**config.mk**
```make
export PLATFORM = sky130hd
export DESIGN_NAME = mmio_uart_ctrl_flat
export DESIGN_NICKNAME = d
export VERILOG_FILES = /design/src/rtl/mmio_pkg.sv /design/src/rtl/mmio_uart_ctrl_if.sv /design/src/rtl/sync_fifo.sv /design/src/rtl/mmio_uart_ctrl.sv /design/src/flat_wrapper.sv
export SDC_FILE = /design/constraint.sdc
export NUM_CORES = 1
export LEC_CHECK = 0
export CAP_MARGIN = 20
export CORE_MARGIN = 1.5
export CORE_UTILIZATION = 40
export CTS_BUF_LIST = sky130_fd_sc_hd__clkbuf_4
export DETAILED_ROUTE_END_ITERATION = 6
export HOLD_SLACK_MARGIN = 0.02
export REMOVE_ABC_BUFFERS = 1
export SLEW_MARGIN = 20
export SYNTH_ARGS = -nofsm -noshare
export SYNTH_HDL_FRONTEND = slang
export SYNTH_HIERARCHICAL = 1
export SYNTH_SLANG_ARGS = --single-unit
export TNS_END_PERCENT = 1
```
**constraint.sdc**
```tcl
create_clock -name clk -period 6.62 [get_ports clk]
set_input_delay 0.662 -clock clk [delete_from_list [all_inputs] [get_ports clk]]
set_output_delay 0.662 -clock clk [all_outputs]
set_load 0.1 [all_outputs]
```
**src/rtl/mmio_pkg.sv**
```systemverilog
// Shared MMIO map for the UART controller: base nibble, register offsets and STATUS layout.
package mmio_pkg;

   localparam logic [3:0] MMIO_BASE    = 4'h8;
   localparam logic [7:0] OFF_STATUS   = 8'h00;
   localparam logic [7:0] OFF_RX_DATA  = 8'h04;
   localparam logic [7:0] OFF_TX_DATA  = 8'h08;
   localparam logic [7:0] OFF_CTRL     = 8'h0C;
   localparam logic [7:0] OFF_CNT_BASE = 8'h10;

   typedef struct packed {
      logic [7:0] rsvd_hi;
      logic [7:0] tx_count;
      logic [7:0] rx_count;
      logic [4:0] rsvd_lo;
      logic       tx_overflow;
      logic       rx_not_empty;
      logic       tx_not_full;
   } status_t;

   // A 256-deep FIFO holds 256 entries, which does not fit the 8-bit field; report 255.
   function automatic logic [7:0] sat_count8(input logic [8:0] count);
      return (count > 9'd255) ? 8'hFF : count[7:0];
   endfunction

endpackage

```
**src/rtl/mmio_uart_ctrl_if.sv**
```systemverilog
// CPU-side MMIO load/store bus; rdata is returned one cycle after re.
interface mmio_uart_ctrl_if;

   logic [31:0] addr;
   logic        re;
   logic        we;
   logic [31:0] wdata;
   logic [31:0] rdata;

   modport master (output addr, output re, output we, output wdata, input rdata);
   modport slave  (input addr, input re, input we, input wdata, output rdata);

endinterface

```
**src/rtl/sync_fifo.sv**
```systemverilog
// Single-clock FIFO; full/empty come from the registered count, so they reflect start-of-cycle state.
module sync_fifo #(
   parameter int unsigned WIDTH = 8,
   parameter int unsigned DEPTH = 8
) (
   input  logic                     clk,
   input  logic                     rst,
   input  logic                     push,
   input  logic [WIDTH-1:0]         push_data,
   input  logic                     pop,
   output logic [WIDTH-1:0]         pop_data,
   output logic                     full,
   output logic                     empty,
   output logic [$clog2(DEPTH):0]   count
);

   localparam int unsigned AW = $clog2(DEPTH);
   localparam int unsigned CW = AW + 1;

   logic [WIDTH-1:0] mem_q [DEPTH];
   logic [AW-1:0]    wr_ptr_q, wr_ptr_d;
   logic [AW-1:0]    rd_ptr_q, rd_ptr_d;
   logic [CW-1:0]    count_q, count_d;
   logic             do_push, do_pop;

   assign full     = (count_q == CW'(DEPTH));
   assign empty    = (count_q == '0);
   assign count    = count_q;
   assign pop_data = mem_q[rd_ptr_q];
   assign do_push  = push && !full;
   assign do_pop   = pop && !empty;

   // NOTE: every output of an always_comb gets a default first, so no path can infer a latch.
   always_comb begin
      wr_ptr_d = wr_ptr_q;
      rd_ptr_d = rd_ptr_q;
      count_d  = count_q;
      if (do_push) wr_ptr_d = wr_ptr_q + AW'(1);
      if (do_pop)  rd_ptr_d = rd_ptr_q + AW'(1);
      case ({do_push, do_pop})
         2'b10:   count_d = count_q + CW'(1);
         2'b01:   count_d = count_q - CW'(1);
         default: count_d = count_q;
      endcase
   end

   // NOTE: non-blocking assignments in clocked blocks so every flop samples pre-edge values.
   always_ff @(posedge clk) begin
      if (rst) begin
         wr_ptr_q <= '0;
         rd_ptr_q <= '0;
         count_q  <= '0;
      end else begin
         wr_ptr_q <= wr_ptr_d;
         rd_ptr_q <= rd_ptr_d;
         count_q  <= count_d;
      end
   end

   // NOTE: storage is not reset; pointers and count define which entries are meaningful.
   always_ff @(posedge clk) begin
      if (do_push) mem_q[wr_ptr_q] <= push_data;
   end

endmodule

```
**src/rtl/mmio_uart_ctrl.sv**
```systemverilog
// MMIO front end for a UART: RX/TX byte FIFOs, sticky TX overflow and free-running perf counters.
module mmio_uart_ctrl
   import mmio_pkg::*;
#(
   parameter int unsigned FIFO_DEPTH   = 8,
   parameter int unsigned NUM_COUNTERS = 4,
   parameter int unsigned CNT_WIDTH    = 32
) (
   input  logic                    clk,
   input  logic                    rst,
   mmio_uart_ctrl_if.slave         bus,
   input  logic [NUM_COUNTERS-1:0] cnt_inc,
   input  logic [7:0]              rx_data,
   input  logic                    rx_valid,
   output logic                    rx_ready,
   output logic [7:0]              tx_data,
   output logic                    tx_valid,
   input  logic                    tx_ready
);

   localparam int unsigned CW = $clog2(FIFO_DEPTH) + 1;

   logic                 dec_hit;
   logic [7:0]           off;
   logic                 rx_rd, tx_wr, ctrl_wr;
   logic [7:0]           rx_head;
   logic                 rx_full, rx_empty, tx_full, tx_empty;
   logic [CW-1:0]        rx_count, tx_count;
   logic                 ovf_q, ovf_d;
   logic [31:0]          rdata_q, rdata_d, rd_val;
   logic [5:0]           cnt_sel;
   logic [CNT_WIDTH-1:0] cnt_q [NUM_COUNTERS];
   logic [CNT_WIDTH-1:0] cnt_d [NUM_COUNTERS];
   status_t              status;
   logic                 unused_bits;

   assign dec_hit = (bus.addr[31:28] == MMIO_BASE);
   assign off     = bus.addr[7:0];
   assign rx_rd   = bus.re && dec_hit && (off == OFF_RX_DATA);
   assign tx_wr   = bus.we && dec_hit && (off == OFF_TX_DATA);
   assign ctrl_wr = bus.we && dec_hit && (off == OFF_CTRL);
   assign cnt_sel = off[7:2] - 6'd4;

   assign rx_ready  = !rx_full;
   assign tx_valid  = !tx_empty;
   assign bus.rdata = rdata_q;

   assign unused_bits = ^{bus.addr[27:8], bus.wdata[31:8], cnt_inc[0]};

   // The FIFOs gate push on !full and pop on !empty, so raw strobes can be passed straight in.
   sync_fifo #(.WIDTH(8), .DEPTH(FIFO_DEPTH)) u_rx_fifo (
      .clk       (clk),
      .rst       (rst),
      .push      (rx_valid),
      .push_data (rx_data),
      .pop       (rx_rd),
      .pop_data  (rx_head),
      .full      (rx_full),
      .empty     (rx_empty),
      .count     (rx_count)
   );

   sync_fifo #(.WIDTH(8), .DEPTH(FIFO_DEPTH)) u_tx_fifo (
      .clk       (clk),
      .rst       (rst),
      .push      (tx_wr),
      .push_data (bus.wdata[7:0]),
      .pop       (tx_ready),
      .pop_data  (tx_data),
      .full      (tx_full),
      .empty     (tx_empty),
      .count     (tx_count)
   );

   always_comb begin
      ovf_d = ovf_q;
      if (ctrl_wr)             ovf_d = 1'b0;
      else if (tx_wr && tx_full) ovf_d = 1'b1;
   end

   // Counter 0 counts cycles; the others count their strobe. A clear beats a same-cycle increment.
   always_comb begin
      for (int i = 0; i < NUM_COUNTERS; i++) begin
         cnt_d[i] = cnt_q[i];
         if (ctrl_wr)                  cnt_d[i] = '0;
         else if (i == 0 || cnt_inc[i]) cnt_d[i] = cnt_q[i] + CNT_WIDTH'(1);
      end
   end

   always_comb begin
      status              = '0;
      status.tx_not_full  = !tx_full;
      status.rx_not_empty = !rx_empty;
      status.tx_overflow  = ovf_q;
      status.rx_count     = sat_count8(9'(rx_count));
      status.tx_count     = sat_count8(9'(tx_count));
   end

   always_comb begin
      rd_val = '0;
      if (dec_hit) begin
         case (off)
            OFF_STATUS:  rd_val = status;
            OFF_RX_DATA: if (!rx_empty) rd_val = {24'b0, rx_head};
            default: begin
               if (off >= OFF_CNT_BASE && off[1:0] == 2'b00) begin
                  for (int i = 0; i < NUM_COUNTERS; i++) begin
                     if (cnt_sel == 6'(i)) rd_val = 32'(cnt_q[i]);
                  end
               end
            end
         endcase
      end
      rdata_d = bus.re ? rd_val : '0;
   end

   always_ff @(posedge clk) begin
      if (rst) begin
         rdata_q <= '0;
         ovf_q   <= 1'b0;
         for (int i = 0; i < NUM_COUNTERS; i++) cnt_q[i] <= '0;
      end else begin
         rdata_q <= rdata_d;
         ovf_q   <= ovf_d;
         for (int i = 0; i < NUM_COUNTERS; i++) cnt_q[i] <= cnt_d[i];
      end
   end

endmodule

```
**src/flat_wrapper.sv**
```systemverilog
// flat-port wrapper written by rule: the top's interface ports become plain ports
module mmio_uart_ctrl_flat import mmio_pkg::*;
#(
   parameter int unsigned FIFO_DEPTH   = 8,
   parameter int unsigned NUM_COUNTERS = 4,
   parameter int unsigned CNT_WIDTH    = 32
)
  (clk, rst, cnt_inc, rx_data, rx_valid, rx_ready, tx_data, tx_valid, tx_ready, bus_addr, bus_re, bus_we, bus_wdata, bus_rdata);
  mmio_uart_ctrl_if bus_i ();
  input  logic clk;
  input  logic rst;
  input  logic [NUM_COUNTERS-1:0] cnt_inc;
  input  logic [7:0] rx_data;
  input  logic rx_valid;
  output logic rx_ready;
  output logic [7:0] tx_data;
  output logic tx_valid;
  input  logic tx_ready;
  input wire logic [$bits(bus_i.addr)-1:0] bus_addr;
  input wire logic [$bits(bus_i.re)-1:0] bus_re;
  input wire logic [$bits(bus_i.we)-1:0] bus_we;
  input wire logic [$bits(bus_i.wdata)-1:0] bus_wdata;
  output wire logic [$bits(bus_i.rdata)-1:0] bus_rdata;
  assign bus_i.addr = bus_addr;
  assign bus_i.re = bus_re;
  assign bus_i.we = bus_we;
  assign bus_i.wdata = bus_wdata;
  assign bus_rdata = bus_i.rdata;
  mmio_uart_ctrl #(.FIFO_DEPTH(FIFO_DEPTH), .NUM_COUNTERS(NUM_COUNTERS), .CNT_WIDTH(CNT_WIDTH)) u_core (.clk(clk), .rst(rst), .bus(bus_i), .cnt_inc(cnt_inc), .rx_data(rx_data), .rx_valid(rx_valid), .rx_ready(rx_ready), .tx_data(tx_data), .tx_valid(tx_valid), .tx_ready(tx_ready));
endmodule
```
==> reports/qor.txt, run 1 <==
largest family of logic cells by synthesized area = simple AND/OR/NAND/NOR gates
vias = 10.4k
total power = 3.89 mW
FF+latch count, synth = 315
crit start category = flip-flop
most frequent cells in the layout = dfxtp_1 (187), edfxtp_1 (128), clkbuf_4 (123), a21oi_1 (105), nor2_1 (98)
clk_skew = 0.0727 ns
clock root buffer = clkbuf_4
fin util = 47.2%
Worst-path clk slew = 0.06 ns
NetSw = 0.875 mW
Async S/R FF share, synth = 0%
Total GRT Usage = 18.6%
area delta synth->final = 15.2%
Post-Synth Simple-Gate Area = 18.1%
Die ar. = 36700 µm²
die span in x = 191 µm
Post-Syn Area per Cell = 11.2 µm²
Post-Synth Adder-Cell Area = 1.23%
max-cap viol count = 0
vias in the first global route = 10.2k
Syn Std Cell Area = 14200 µm²
hpwl dp = 21600 µm
crit end category = output pin
Worst Path Arrival = 3.64 ns
TritonCTS Sinks = 315
first-pass GRT wire length = 53600 µm
Rows = 68
Crit path required time = 5.96 ns
pwr dens = 238 nW/µm²
maximum number of pins on one net before global-route repair = 86
achievable clock frequency = 0.232 GHz
CTS resizes = 0
Hold Vio Cnt, Final = 0
# hold bufs at CTS = 0
Hold Path Class = reg2reg
Max Slew Vio Count = 0
starting density of the core = 40.9%
met2 GRT Util = 28.8%
# setup viols final = 0
VDD IR max = 0.000188 V
number of port buffers = 78
initial antenna violation count = 1
Synth Instances = 1267
CP max FO = 16
Clock Path Buffers = 3
die height = 191 µm
complex-gate fraction of the synthesized area = 10.4%
Yosys Warn Count = 6
Internal = 3.02 mW
TritonCTS clock tree = done
Detailed Route Iter0 Violations = 755
worst slew pin tran = 1.05 ns
Num CTS Buffers = 85
htree depth = 3
Comb pwr share = 3.4%
proportion of synthesized area in mux cells = 9.85%
hold_ws = 0.458 ns
io pins = 124
placed insts = 1732
Routed WL = 33200 µm
TNS Setup = 0 ns
met1 Usage GRT = 25.3%
met3 Usage GRT = 3.65%
drt via density = 5.55
Setup Buffers After CTS = 0
xor/xnor share of the synthesized area = 3.68%
critical path class = reg2out
layout cells sized above 1 = 16.7%
most common cell after layout, fill and taps aside = dfxtp_1
Seq/Total Area, Yosys = 53.4%
drt drc = 0
Worst-Skew Late Latency = 0.74 ns
clock share of power = 43.9%
Reg power frac = 52.7%
Post-synth EDFFs = 128
count of different cell masters after synthesis = 58
fin crit share = 65.0%
GP Congestion = 0.787
status = finished clean
largest cells by area after synthesis = edfxtp_1 (27%), dfxtp_1 (26%), a21oi_1 (3.7%)
switching share of power = 22.5%
Finished Layout Cells = 1877
Core Area = 34700 µm²
leakage = 5.31 nW
total gr overflow = 0
Nets = 1461
Main synth FF type = dfxtp_1
1st-pass router iterations = 5
routed wire length per instance = 17.7 µm
DRT antenna net count = 0
Max transition margin = 29.9%
area share of the largest cell type after synthesis = 27.1%
area leader, netlist = edfxtp_1
GRT Max-Usage Layer = met2
crit path time final = 4.31 ns
RSZ-0062 raised after global routing = false
-- path summary, 6_finish.rpt --
check | startpoint | to | slack (ns) | cells past startpoint
max | flip-flop | tx_data[5] | 2.31 | 3
max reg2reg | u_core/u_tx_fifo/count[1] | u_core/u_tx_fifo/count[2] | 4.08 | 9
min | u_core/ovf_q | u_core/ovf_q | 0.46 | 2
min reg2reg | u_core/ovf_q | u_core/ovf_q | 0.46 | 2
-- routing by layer --
metal	vias up	wire length [µm]
met4	0	762
li1	5083	-
met3	56	1530
met2	247	15600
met1	5033	15300
met5	-	0
-- stage by stage --
stage	worst slack (ns)	cell area, µm²
after floorplan	2.77	13800
after global placement	2.73	15300
after global routing	2.14	16400
after detailed placement	2.69	15300
after CTS	2.21	16400
final	2.31	16400
-- worst max-delay path, stage by stage (launching register included) --
cell and delay (ns):
dfxtp_1 1.01, mux4_1 0.68, mux2_2 0.28, clkdlybuf4s50_1 0.97
-- Yosys cell counts (20+ instances only) --
cell      number
dfxtp_1      187
edfxtp_1     128
a21oi_1      105
nor2_1        98
nand2_1       56
clkbuf_1      53
or4_1         53
nand3_1       51
o31ai_1       47
mux2_2        46
nand4_1       40
xor2_1        34
o21ai_0       32
or3_1         32
nor3_1        31
xnor2_1       22
inv_1         20
-- cell type report --
cell class	count	area (µm²)
well taps	455	569
clock inverters	20	146
inverters	21	78.8
diodes	1	2.50
repair buffers	93	892
fillers	3281	18300
clock buffers	123	923
multi-input cells	849	6170
flip-flops and latches	315	7590
-- sequential cells by signal, indices dropped and copies added (netlist names), named ones only --
| register | cells |
|---|---|
| u_core/cnt_q | 128 |
| u_core/u_rx_fifo/mem_q | 64 |
| u_core/u_tx_fifo/mem_q | 64 |
| u_core/bus.rdata | 32 |
| u_core/u_rx_fifo/count | 4 |
| u_core/u_tx_fifo/count | 4 |
| u_core/u_rx_fifo/rd_ptr_q | 3 |
| u_core/u_rx_fifo/wr_ptr_q | 3 |
| u_core/u_tx_fifo/rd_ptr_q | 3 |
| u_core/u_tx_fifo/wr_ptr_q | 3 |
| u_core/ovf_q | 1 |
-- power groups by stage --
stage	Sequential [mW]	Combinational (mW)	Clock (mW)
final	2.05	0.133	1.71
after global routing	2.05	0.146	1.87
after CTS	2.05	0.135	1.78
after detailed placement	2.09	0.134	0
after global placement	2.09	0.132	0
after floorplan	2.09	0.0639	0
-- cells by family (layout without fill, tap and decap cells) --
logic type / after synthesis / count (layout)
adders and majority gates: 14 / 14
AOI/OAI and AO/OA: 240 / 240
and+or+nand+nor: 449 / 449
buffers and inverters: 103 / 257
other: 0 / 1
xor gates and xnor gates: 58 / 58
DFF: 315 / 315
muxes: 88 / 88
Note: power is estimated with default switching activity, not from simulation.
==> run 2: changes to the inputs <==
==> constraint.sdc (replaced) <==
create_clock -name clk -period 4.35 [get_ports clk]
set_input_delay 0.435 -clock clk [delete_from_list [all_inputs] [get_ports clk]]
set_output_delay 0.435 -clock clk [all_outputs]
set_load 0.1 [all_outputs]
==> run 2 against run 1 <==
Against the previous run: first-iteration DRC count fell by 2.9%; total power rose by 51%; flip-flop and latch count did not move; critical endpoint is now tx_data[1]; largest cell class unchanged; largest power group unchanged.
==> reports/qor.txt, run 2 (synthesized netlist as in run 1, its figures left out) <==
RSZ-0062 raised after global routing = false
fin crit share = 83.0%
Worst Path Arrival = 3.18 ns
Detailed Route Iter0 Violations = 733
NetSw = 1.33 mW
1st-pass router iterations = 5
Max transition margin = 31.9%
routed wire length per instance = 17.4 µm
Core Area = 34700 µm²
maximum number of pins on one net before global-route repair = 49
max reg flops = 128
clk_skew = 0.0280 ns
Hold Vio Cnt, Final = 0
crit path time final = 3.61 ns
vias in the first global route = 10.1k
Clock Path Buffers = 3
io pins = 124
clock share of power = 43.3%
pwr dens = 357 nW/µm²
clock root buffer = clkbuf_4
leakage = 5.35 nW
Die ar. = 36700 µm²
Worst Hold Path Cells = 4
hold_ws = 0.220 ns
GP Congestion = 0.803
most frequent cells in the layout = dfxtp_1 (187), edfxtp_1 (128), clkbuf_4 (123), a21oi_1 (105), nor2_1 (98)
starting density of the core = 40.9%
crit end category = output pin
FF-to-FF End = u_core/u_tx_fifo/count[2]
switching share of power = 22.6%
TritonCTS clock tree = done
Max Slew Vio Count = 0
Num CTS Buffers = 86
number of port buffers = 78
max-cap viol count = 0
Hold Path Class = in2reg
critical path class = reg2out
CP max FO = 16
Nets = 1472
initial antenna violation count = 2
CTS resizes = 0
Reg power frac = 53.2%
Rows = 68
first-pass GRT wire length = 53000 µm
total gr overflow = 0
die span in x = 191 µm
R2R depth = 9
DRT antenna net count = 0
Setup Buffers After CTS = 0
Biggest register = u_core/cnt_q
most common cell after layout, fill and taps aside = dfxtp_1
Total GRT Usage = 18.5%
VDD IR max = 0.000246 V
biggest regs = u_core/cnt_q (128), u_core/u_rx_fifo/mem_q (64), u_core/u_tx_fifo/mem_q (64)
Hold Startpoint = bus_addr[2]
layout cells sized above 1 = 16.8%
TNS Setup = 0 ns
# hold bufs at CTS = 0
area delta synth->final = 15.7%
worst slew pin tran = 1.01 ns
Internal = 4.54 mW
die height = 191 µm
# setup viols final = 0
crit start category = flip-flop
vias = 10.5k
Crit path required time = 3.91 ns
Worst-path clk slew = 0.06 ns
drt via density = 5.53
drt drc = 0
Routed WL = 33000 µm
TritonCTS Sinks = 315
status = finished clean
Worst R2R Start = u_core/u_tx_fifo/count[1]
Worst-Skew Late Latency = 0.73 ns
endpoint of the worst hold path = u_core/bus.rdata[2]
htree depth = 3
achievable clock frequency = 0.277 GHz
hpwl dp = 21900 µm
Comb pwr share = 3.5%
Reg2Reg Setup Slack = 1.79 ns
[run 2: changes by cell type in the layout (fill, tap and decap cells not counted), sizes merged]
cell / delta
buf: +10
bufinv: -1
clkinv: +6
clkinvlp: -1
diode: +3
inv: +3
[run 2: routing by layer]
| layer | global-route usage (%) | share of wire, % | vias to the layer above |
|---|---|---|---|
| li1 | - | - | 5142 |
| met1 | 25.0 | 47 | 5087 |
| met2 | 28.8 | 47 | 209 |
| met3 | 4.22 | 4.1 | 48 |
| met4 | 6.97 | 1.8 | 0 |
| met5 | 0 | 0 | - |
[run 2: area by class of cell]
cell class                 instances  area, µm²
timing repair buffer             103        980
inverter                          21       78.8
clock buffer                     123        923
sequential                       315       7590
tap                              455        569
fill                            3264      18300
clock inverter                    27        128
antenna                            4       10.0
multi-input combinational        849       6160
[run 2: through the flow]
step | cell area, µm² | power, mW | utilization (%) | std cells | setup WS, ns
2_1_floorplan | 13800 | 3.28 | - | 1185 | 0.729
5_1_grt | 16400 | 6.16 | 47.3 | 1897 | 0.552
6_report | 16400 | 5.87 | 47.3 | 1897 | 0.739
4_1_cts | 16400 | 5.98 | 47.3 | 1892 | 0.619
3_5_place_dp | 15400 | 3.39 | 44.3 | 1742 | 0.676
3_3_place_gp | 15400 | 3.39 | 44.3 | 1742 | 0.747
[run 2: worst max path at each step]
| stage | slack, ns | startpoint | endpoint | cells past startpoint |
|---|---|---|---|---|
| after global routing | 0.55 | flip-flop | tx_data[2] | 3 |
| final | 0.74 | flip-flop | tx_data[1] | 3 |
| after floorplan | 0.73 | bus_addr[6] | u_core/cnt_q[0][10] | 4 |
| after detailed placement | 0.68 | bus_addr[6] | u_core/u_rx_fifo/count[2] | 12 |
| after CTS | 0.62 | flip-flop | tx_data[2] | 3 |
| after global placement | 0.75 | bus_addr[6] | u_core/u_rx_fifo/count[2] | 12 |
[run 2: critical path, cell delays in order (launching register included)]
cell,delay [ns]
dfxtp_1,0.78
mux4_2,0.42
mux2_2,0.29
clkdlybuf4s50_1,0.97
[run 2: power groups by stage]
| stage | combinational, mW | sequential (mW) | clock [mW] |
|---|---|---|---|
| 5_1_grt | 0.226 | 3.12 | 2.81 |
| 6_report | 0.205 | 3.12 | 2.54 |
| 2_1_floorplan | 0.0973 | 3.18 | 0 |
| 3_5_place_dp | 0.207 | 3.18 | 0 |
| 4_1_cts | 0.208 | 3.12 | 2.65 |
| 3_3_place_gp | 0.205 | 3.18 | 0 |
